===== src/rtl/au_pkg.sv =====
// Shared opcode and FSM state definitions for the sequential arithmetic unit.
// Latency: n/a (constants only).
// Backpressure: n/a.
package au_pkg;

  // Operation codes carried on the 3-bit opcode port
  localparam logic [2:0] AU_ADD   = 3'b000;
  localparam logic [2:0] AU_SUB   = 3'b001;
  localparam logic [2:0] AU_MUL   = 3'b010;  // NOP when the multiplier is not built
  localparam logic [2:0] AU_MULHU = 3'b011;  // NOP when the multiplier is not built
  localparam logic [2:0] AU_SHL   = 3'b100;
  localparam logic [2:0] AU_SHR   = 3'b101;
  localparam logic [2:0] AU_ROL   = 3'b110;
  localparam logic [2:0] AU_SAR   = 3'b111;

  // Control FSM: accept in IDLE, iterate in BUSY, present the result in DONE
  typedef enum logic [1:0] {
    S_IDLE = 2'd0,
    S_BUSY = 2'd1,
    S_DONE = 2'd2
  } state_t;

endpackage


===== src/rtl/au_shift_step.sv =====
// One-bit shift/rotate step (SHL, SHR, ROL, SAR) selected by opcode[1:0] of a shift op.
// Latency: combinational.
// Backpressure: none; the caller decides when to register next_value.
module au_shift_step
  import au_pkg::*;
#(
  parameter int WIDTH = 16
) (
  input  logic [1:0]       mode,
  input  logic [WIDTH-1:0] value,
  output logic             bit_out,
  output logic [WIDTH-1:0] next_value
);

  // Shift-class opcodes all have bit 2 set, so mode is their low two bits
  always_comb begin
    bit_out    = 1'b0;
    next_value = value;
    case ({1'b1, mode})
      AU_SHL: begin
        bit_out    = value[WIDTH-1];
        next_value = {value[WIDTH-2:0], 1'b0};
      end
      AU_SHR: begin
        bit_out    = value[0];
        next_value = {1'b0, value[WIDTH-1:1]};
      end
      AU_ROL: begin
        bit_out    = value[WIDTH-1];
        next_value = {value[WIDTH-2:0], value[WIDTH-1]};
      end
      AU_SAR: begin
        bit_out    = value[0];
        next_value = {value[WIDTH-1], value[WIDTH-1:1]};
      end
      default: begin
        bit_out    = 1'b0;
        next_value = value;
      end
    endcase
  end

endmodule


===== src/rtl/au_seq.sv =====
// Handshaked arithmetic unit: ADD/SUB/NOP single-step, shifts one bit per cycle, optional shift-add MUL.
// Latency: 1 for ADD/SUB/NOP and zero-amount shifts, 1+amount for shifts, WIDTH+1 for MUL/MULHU.
// Backpressure: in_ready only in IDLE; result and flags held in DONE until out_ready. Option macro: AU_MUL_EN.
module au_seq
  import au_pkg::*;
#(
  parameter int WIDTH = 16
) (
  input  logic             clk,
  input  logic             rst,
  input  logic             in_valid,
  output logic             in_ready,
  input  logic [2:0]       opcode,
  input  logic [WIDTH-1:0] arg1,
  input  logic [WIDTH-1:0] arg2,
  output logic             out_valid,
  input  logic             out_ready,
  output logic [WIDTH-1:0] result,
  output logic             carry,
  output logic             overflow,
  output logic             negative,
  output logic             zero
);

  localparam int SHAMT_W = $clog2(WIDTH) + 1;
  localparam int LOG_W   = $clog2(WIDTH);
  localparam logic [WIDTH-1:0]   W_LIM = WIDTH'(WIDTH);
  localparam logic [SHAMT_W-1:0] W_CNT = SHAMT_W'(WIDTH);

  state_t               state_q, state_d;
  logic [SHAMT_W-1:0]   count_q, count_d;
  logic [2:0]           op_q, op_d;
  logic [WIDTH-1:0]     result_q, result_d;
  logic                 carry_q, carry_d;
  logic                 ovf_q, ovf_d;

  // Single-cycle arithmetic on the offered operands, one guard bit for carry/borrow
  logic [WIDTH:0]       sum, diff;
  logic [SHAMT_W-1:0]   sat_amt, rol_amt;

  assign sum  = {1'b0, arg1} + {1'b0, arg2};
  assign diff = {1'b0, arg1} - {1'b0, arg2};

  // Linear shifts saturate at WIDTH (all bits gone); rotates wrap modulo WIDTH
  assign sat_amt = (arg2 >= W_LIM) ? W_CNT : arg2[SHAMT_W-1:0];
  assign rol_amt = {1'b0, arg2[LOG_W-1:0]};

  // The working value for shifts lives in result_q; the step unit advances it one bit
  logic             step_bit;
  logic [WIDTH-1:0] step_value;

  au_shift_step #(.WIDTH(WIDTH)) u_step (
    .mode       (op_q[1:0]),
    .value      (result_q),
    .bit_out    (step_bit),
    .next_value (step_value)
  );

`ifdef AU_MUL_EN
  // Shift-add multiplier: {mhi, mlo} accumulates the product while mlo drains the multiplier
  logic [WIDTH-1:0] mcand_q, mcand_d;
  logic [WIDTH-1:0] mhi_q, mhi_d;
  logic [WIDTH-1:0] mlo_q, mlo_d;
  logic [WIDTH:0]   mul_sum;
  logic [WIDTH-1:0] mul_hi_nxt, mul_lo_nxt;

  assign mul_sum    = mlo_q[0] ? ({1'b0, mhi_q} + {1'b0, mcand_q}) : {1'b0, mhi_q};
  assign mul_hi_nxt = mul_sum[WIDTH:1];
  assign mul_lo_nxt = {mul_sum[0], mlo_q[WIDTH-1:1]};
`endif

  // Next-state, datapath next values and handshake outputs
  always_comb begin
    state_d   = state_q;
    count_d   = count_q;
    op_d      = op_q;
    result_d  = result_q;
    carry_d   = carry_q;
    ovf_d     = ovf_q;
    in_ready  = 1'b0;
    out_valid = 1'b0;
`ifdef AU_MUL_EN
    mcand_d   = mcand_q;
    mhi_d     = mhi_q;
    mlo_d     = mlo_q;
`endif

    unique case (state_q)
      S_IDLE: begin
        in_ready = 1'b1;
        if (in_valid) begin
          op_d     = opcode;
          result_d = arg1;
          carry_d  = 1'b0;
          ovf_d    = 1'b0;
          count_d  = '0;
          state_d  = S_DONE;
          case (opcode)
            AU_ADD: begin
              result_d = sum[WIDTH-1:0];
              carry_d  = sum[WIDTH];
              ovf_d    = (arg1[WIDTH-1] == arg2[WIDTH-1]) &&
                         (sum[WIDTH-1] != arg1[WIDTH-1]);
            end
            AU_SUB: begin
              result_d = diff[WIDTH-1:0];
              carry_d  = diff[WIDTH];
              ovf_d    = (arg1[WIDTH-1] != arg2[WIDTH-1]) &&
                         (diff[WIDTH-1] != arg1[WIDTH-1]);
            end
`ifdef AU_MUL_EN
            AU_MUL, AU_MULHU: begin
              mcand_d = arg1;
              mhi_d   = '0;
              mlo_d   = arg2;
              count_d = W_CNT;
              state_d = S_BUSY;
            end
`endif
            AU_SHL, AU_SHR, AU_SAR: begin
              count_d = sat_amt;
              if (sat_amt != '0) state_d = S_BUSY;
            end
            AU_ROL: begin
              count_d = rol_amt;
              if (rol_amt != '0) state_d = S_BUSY;
            end
            default: begin
              // NOP: pass arg1 through with clear flags
            end
          endcase
        end
      end

      S_BUSY: begin
        // The step taken in the last BUSY cycle lands together with the move to DONE
        count_d = count_q - SHAMT_W'(1);
        if (count_q == SHAMT_W'(1)) state_d = S_DONE;
        if (op_q[2]) begin
          result_d = step_value;
          carry_d  = step_bit;
        end
`ifdef AU_MUL_EN
        else begin
          mhi_d = mul_hi_nxt;
          mlo_d = mul_lo_nxt;
          if (count_q == SHAMT_W'(1)) begin
            result_d = op_q[0] ? mul_hi_nxt : mul_lo_nxt;
            carry_d  = op_q[0] ? 1'b0 : (|mul_hi_nxt);
          end
        end
`endif
      end

      S_DONE: begin
        out_valid = 1'b1;
        if (out_ready) state_d = S_IDLE;
      end

      default: state_d = S_IDLE;
    endcase
  end

  // State and datapath registers; reset aborts any operation in flight
  always_ff @(posedge clk) begin
    if (rst) begin
      state_q  <= S_IDLE;
      count_q  <= '0;
      op_q     <= AU_ADD;
      result_q <= '0;
      carry_q  <= 1'b0;
      ovf_q    <= 1'b0;
    end else begin
      state_q  <= state_d;
      count_q  <= count_d;
      op_q     <= op_d;
      result_q <= result_d;
      carry_q  <= carry_d;
      ovf_q    <= ovf_d;
    end
  end

`ifdef AU_MUL_EN
  // Multiplier operand and partial-product registers
  always_ff @(posedge clk) begin
    if (rst) begin
      mcand_q <= '0;
      mhi_q   <= '0;
      mlo_q   <= '0;
    end else begin
      mcand_q <= mcand_d;
      mhi_q   <= mhi_d;
      mlo_q   <= mlo_d;
    end
  end
`endif

  assign result   = result_q;
  assign carry    = carry_q;
  assign overflow = ovf_q;
  assign negative = result_q[WIDTH-1];
  assign zero     = ~|result_q;

endmodule


===== config.mk =====
export PLATFORM = sky130hd
export DESIGN_NAME = au_seq
export DESIGN_NICKNAME = d
export VERILOG_FILES = /design/src/rtl/au_pkg.sv /design/src/rtl/au_shift_step.sv /design/src/rtl/au_seq.sv
export SDC_FILE = /design/constraint.sdc
export NUM_CORES = 1
export LEC_CHECK = 0
export BUFFER_PORTS_ARGS = -buffer_cell sky130_fd_sc_hd__buf_2
export CAP_MARGIN = 5
export CORE_ASPECT_RATIO = 0.8
export CORE_MARGIN = 2
export CORE_UTILIZATION = 46
export CTS_CLUSTER_SIZE = 10
export DETAILED_ROUTE_END_ITERATION = 6
export HOLD_SLACK_MARGIN = 0.15
export PLACE_DENSITY = 0.68
export SLEW_MARGIN = 30
export SYNTH_ARGS = -nofsm -noshare
export SYNTH_HDL_FRONTEND = slang
export SYNTH_SLANG_ARGS = --single-unit

===== constraint.sdc =====
create_clock -name clk -period 4.1 [get_ports clk]
set_input_delay 0.82 -clock clk [delete_from_list [all_inputs] [get_ports clk]]
set_output_delay 0.82 -clock clk [all_outputs]
set_load 0.005 [all_outputs]

==> results by stage <==
Die:
- The initialized floorplan defines 27 standard-cell rows.
- The starting utilization of the core area is 0.478.
- The die area is just under 8000 sq um.
- In this run the count of I/O pins placed on the die edge is slightly above 60.
- The x dimension of the die is about 99 um.
- In this run the standard cell core region covers ~7000 sq um.
- The die span in y is ~80 um.

Pwr:
- IR analysis of the VDD net gives a maximum drop of ~180 uV.
- For this design the static power due to leakage is around 0.0016 uW.
- In this run the power density over the cells is ~270 nW/um^2.

Clock network:
- CTS built an H-tree with a depth of 1.
- After clock tree synthesis, the repair step resized 0 gates.
- The clock insertion delay at the later pin of the skew report is approximately 0.29 ns.
- Counting the buffers created by CTS gives 3.
- After clock tree synthesis, the clock-pin slew on the worst setup and hold paths is 0.10 ns.
- The clock tree buffer depth is 2.
- Buffers added to address setup during post-CTS repair amount to 0.
- The root buffer cell is sky130_fd_sc_hd__clkbuf_8.
- The clock sink count is 28.
- The TritonCTS clock tree is yes.
- After clock tree synthesis, the flow added hold-fix buffers numbering 0.

STA:
- The peak clock frequency supported by timing is around 320 MHz.
- Setup violations remaining at the end of the flow were counted as 0.
- The total count of hold-check failures in the final report came to 0.
- In this run the tightest slew margin relative to its limit is 0.434.
- In the finished design, the share of the clock period the worst path needs comes to 0.769.
- Final hold analysis gives a worst-case slack of 0.479 ns.
- Setup repair after global routing left no endpoint under its margin.
- The total negative slack is 0 ns.
- At the pin with the least slew margin, the transition time is roughly 0.84 ns.
- The final worst clock skew is 0.00438 ns.
- For the finished layout, the period the worst path requires is 3.15 ns.
- The count of pins over their slew limit is 0.

Setup path:
- The worst setup path is launched from an input pin.
- The critical path in this run is classified as in2reg.
- The largest driver fanout on the critical path is 4.
- The category of the worst setup path capture point is a flip-flop.
- For the worst setup path, the data arrival time is 3.35 ns.
- For the worst setup path, the data required time is about 4.3 ns.

Global route:
- The global-route usage over all layers is 0.246.
- The met1 routing resource usage after global routing is 0.343.
- The via count of the first global-routing pass is roughly 3200.
- In this run the most used layer during global routing was met2.
- The maximum number of pins on one net before global-route repair is 29.
- For met3 alone, demand over resource in global routing was 0.0306.
- The met2 usage in global routing is 0.409.
- The number of antenna violations at the first check in global routing is 0.
- Summed over all layers, the global routing overflow is 0.
- The global-route wire length before repair is between 15 and 20 mm.

Synthesis:
- After synthesis, the share of flip-flops with an asynchronous set or reset is 0.
- sky130_fd_sc_hd__dfxtp_1 takes more of the synthesized area than any other cell.
- By area the synthesized netlist is led by sky130_fd_sc_hd__dfxtp_1 (17%), sky130_fd_sc_hd__ha_1 (13%), sky130_fd_sc_hd__a21oi_1 (7.6%), sky130_fd_sc_hd__mux2i_1 (6.0%), sky130_fd_sc_hd__nand2_1 (4.8%).
- The number of enable flip-flop cells after synthesis is 0.
- The cell count after synthesis came out at between 400 and 500.
- The share of synthesized area in the top cell type comes to 0.169.
- The portion of the post-synthesis area used by sequential elements is 0.169.
- Counting distinct cell types in the post-synthesis netlist gives 56.
- The number of register bits inferred by synthesis is 28.
- The synthesized area per cell is between 7 and 8 sq um.
- The number of warning messages in the yosys log is 0.
- The mapped netlist covers 3310 sq um.
- The number of nets handed over by synthesis was roughly 530.
- In the synthesized netlist the dominant register cell turns out to be sky130_fd_sc_hd__dfxtp_1.

Route:
- Dividing the detail-routed via count by the number of cells gives just over 6.
- The count of routing violations after the opening detailed-route iteration is approximately 250.
- Once detail routing completed, the nets flagged for antenna violations numbered 0.
- In the final routed layout, each cell accounts on average for approximately 17 um.
- The pre-antenna-repair detailed-routing pass consisted of 5 iterations.
- The total detailed-routing wirelength is 9.78 mm.
- In the routed design, unresolved DRC markers number 0.
- Across all layers, the routed design uses between 3000 and 4000 vias.

Placement:
- The wire-length estimate of the detail-placed layout is about 7.6 mm.
- Buffers placed on the I/O ports in this run total 60.
- The weighted congestion at the end of routability-driven global placement is 0.934.

Final layout:
- The net count of the finished layout is between 500 and 600.
- The library cell used most frequently in the layout, excluding fill and tap cells, is sky130_fd_sc_hd__buf_2.
- The repair_antennas step left the layout with diodes totalling 0.
- The filler cells instantiated in the layout total 670.
- The library cells used most frequently in the layout, excluding fill and tap cells, are sky130_fd_sc_hd__buf_2 (60), sky130_fd_sc_hd__a21oi_1 (50), sky130_fd_sc_hd__nand2_1 (42).
- The multi-input combinational cells in the finished layout cover a total of about 2500 sq um.
- The share of cells above drive strength 1 is 0.160.
- Summing all flip-flop and latch instances after layout gives 562 sq um.
- The area growth from synthesis to layout is 11.2%.

Hold path:
- In this run the worst hold path is classified as reg2reg.

Job:
- The number of maximum-capacitance constraint violations is 0.

Run status:
- The run finished with clean final reports.
stage by stage:
stage	power, uW	setup WS (ns)	area, sq um	util	std cells
4_1_cts	996	0.939	3680	0.532	580
5_1_grt	1070	0.690	3680	0.532	580
2_1_floorplan	677	0.981	3310	-	454
3_3_place_gp	813	0.653	3630	0.524	576
3_5_place_dp	820	0.649	3630	0.524	576
6_report	1010	0.946	3680	0.532	580
logic make-up after synthesis:
family | synth area share
AO/OA/AOI/OAI | 0.309
XOR/XNOR | 0.0555
adder cells (fa/ha/maj) | 0.140
buffers and inverters | 0.0710
flip-flops | 0.169
multiplexers | 0.0604
AND/OR/NAND/NOR | 0.194
power breakdown:
part | total, uW | internal [uW] | switching, uW | leakage, uW
registers | 349 | 302 | 46.3 | 0.000231
logic | 473 | 201 | 272 | 0.00133
clock network | 183 | 86.4 | 96.5 | 0.0000288
synth_stat cells (8+ instances only):
library cell / n
sky130_fd_sc_hd__xnor2_1: 15
sky130_fd_sc_hd__dfxtp_1: 28
sky130_fd_sc_hd__nor4_1: 9
sky130_fd_sc_hd__nor3_1: 8
sky130_fd_sc_hd__a31oi_1: 10
sky130_fd_sc_hd__nor2_1: 41
sky130_fd_sc_hd__a311oi_1: 8
sky130_fd_sc_hd__clkbuf_1: 20
sky130_fd_sc_hd__nand2_1: 42
sky130_fd_sc_hd__inv_1: 31
sky130_fd_sc_hd__nor2b_1: 10
sky130_fd_sc_hd__o21ai_0: 25
sky130_fd_sc_hd__ha_1: 34
sky130_fd_sc_hd__a21oi_1: 50
sky130_fd_sc_hd__mux2i_1: 20
sky130_fd_sc_hd__a211oi_1: 13
registers in the layout, summed over array words and instances, names as in the netlist:
register / flops
result: 16
count_q: 5
op_q: 3
state_q: 2
carry: 1
overflow: 1
area by class of cell:
cell class                      count  area share
Multi-Input combinational cell    367       0.684
Sequential cell                    28       0.152
Clock buffer                        4      0.0149
Inverter                           31      0.0316
Timing Repair Buffer               63      0.0876
Tap cell                           87      0.0295
final timing paths:
path,slack (ns),endpoint,depth (start not counted),from
hold / removal,0.48,op_q[2]$_SDFFE_PP0P_,2,op_q[2]$_SDFFE_PP0P_
setup / recovery,0.95,carry$_SDFFE_PP0P_,13,arg1[0]
setup reg to reg,1.97,result[8]$_SDFFE_PP0P_,5,state_q[0]$_SDFFE_PP0P_
hold reg to reg,0.48,op_q[2]$_SDFFE_PP0P_,2,op_q[2]$_SDFFE_PP0P_
routing by layer:
metal	wire (um)	vias up
met1	4590	1634
met5	0	-
met3	617	16
li1	-	1723
met4	115	0
met2	4450	133
critical path, stage by stage:
cell and delay (ns):
sky130_fd_sc_hd__buf_2 0.12, sky130_fd_sc_hd__inv_1 0.06, sky130_fd_sc_hd__ha_1 0.17, sky130_fd_sc_hd__inv_1 0.06
sky130_fd_sc_hd__fa_1 0.37, sky130_fd_sc_hd__a21oi_1 0.21, sky130_fd_sc_hd__a2bb2oi_2 0.23, sky130_fd_sc_hd__o211ai_2 0.13
sky130_fd_sc_hd__a21o_1 0.22, sky130_fd_sc_hd__a21oi_4 0.21, sky130_fd_sc_hd__o21ai_2 0.08, sky130_fd_sc_hd__a2111o_1 0.41
sky130_fd_sc_hd__a311oi_1 0.26
(Power assumes the default switching activity.)
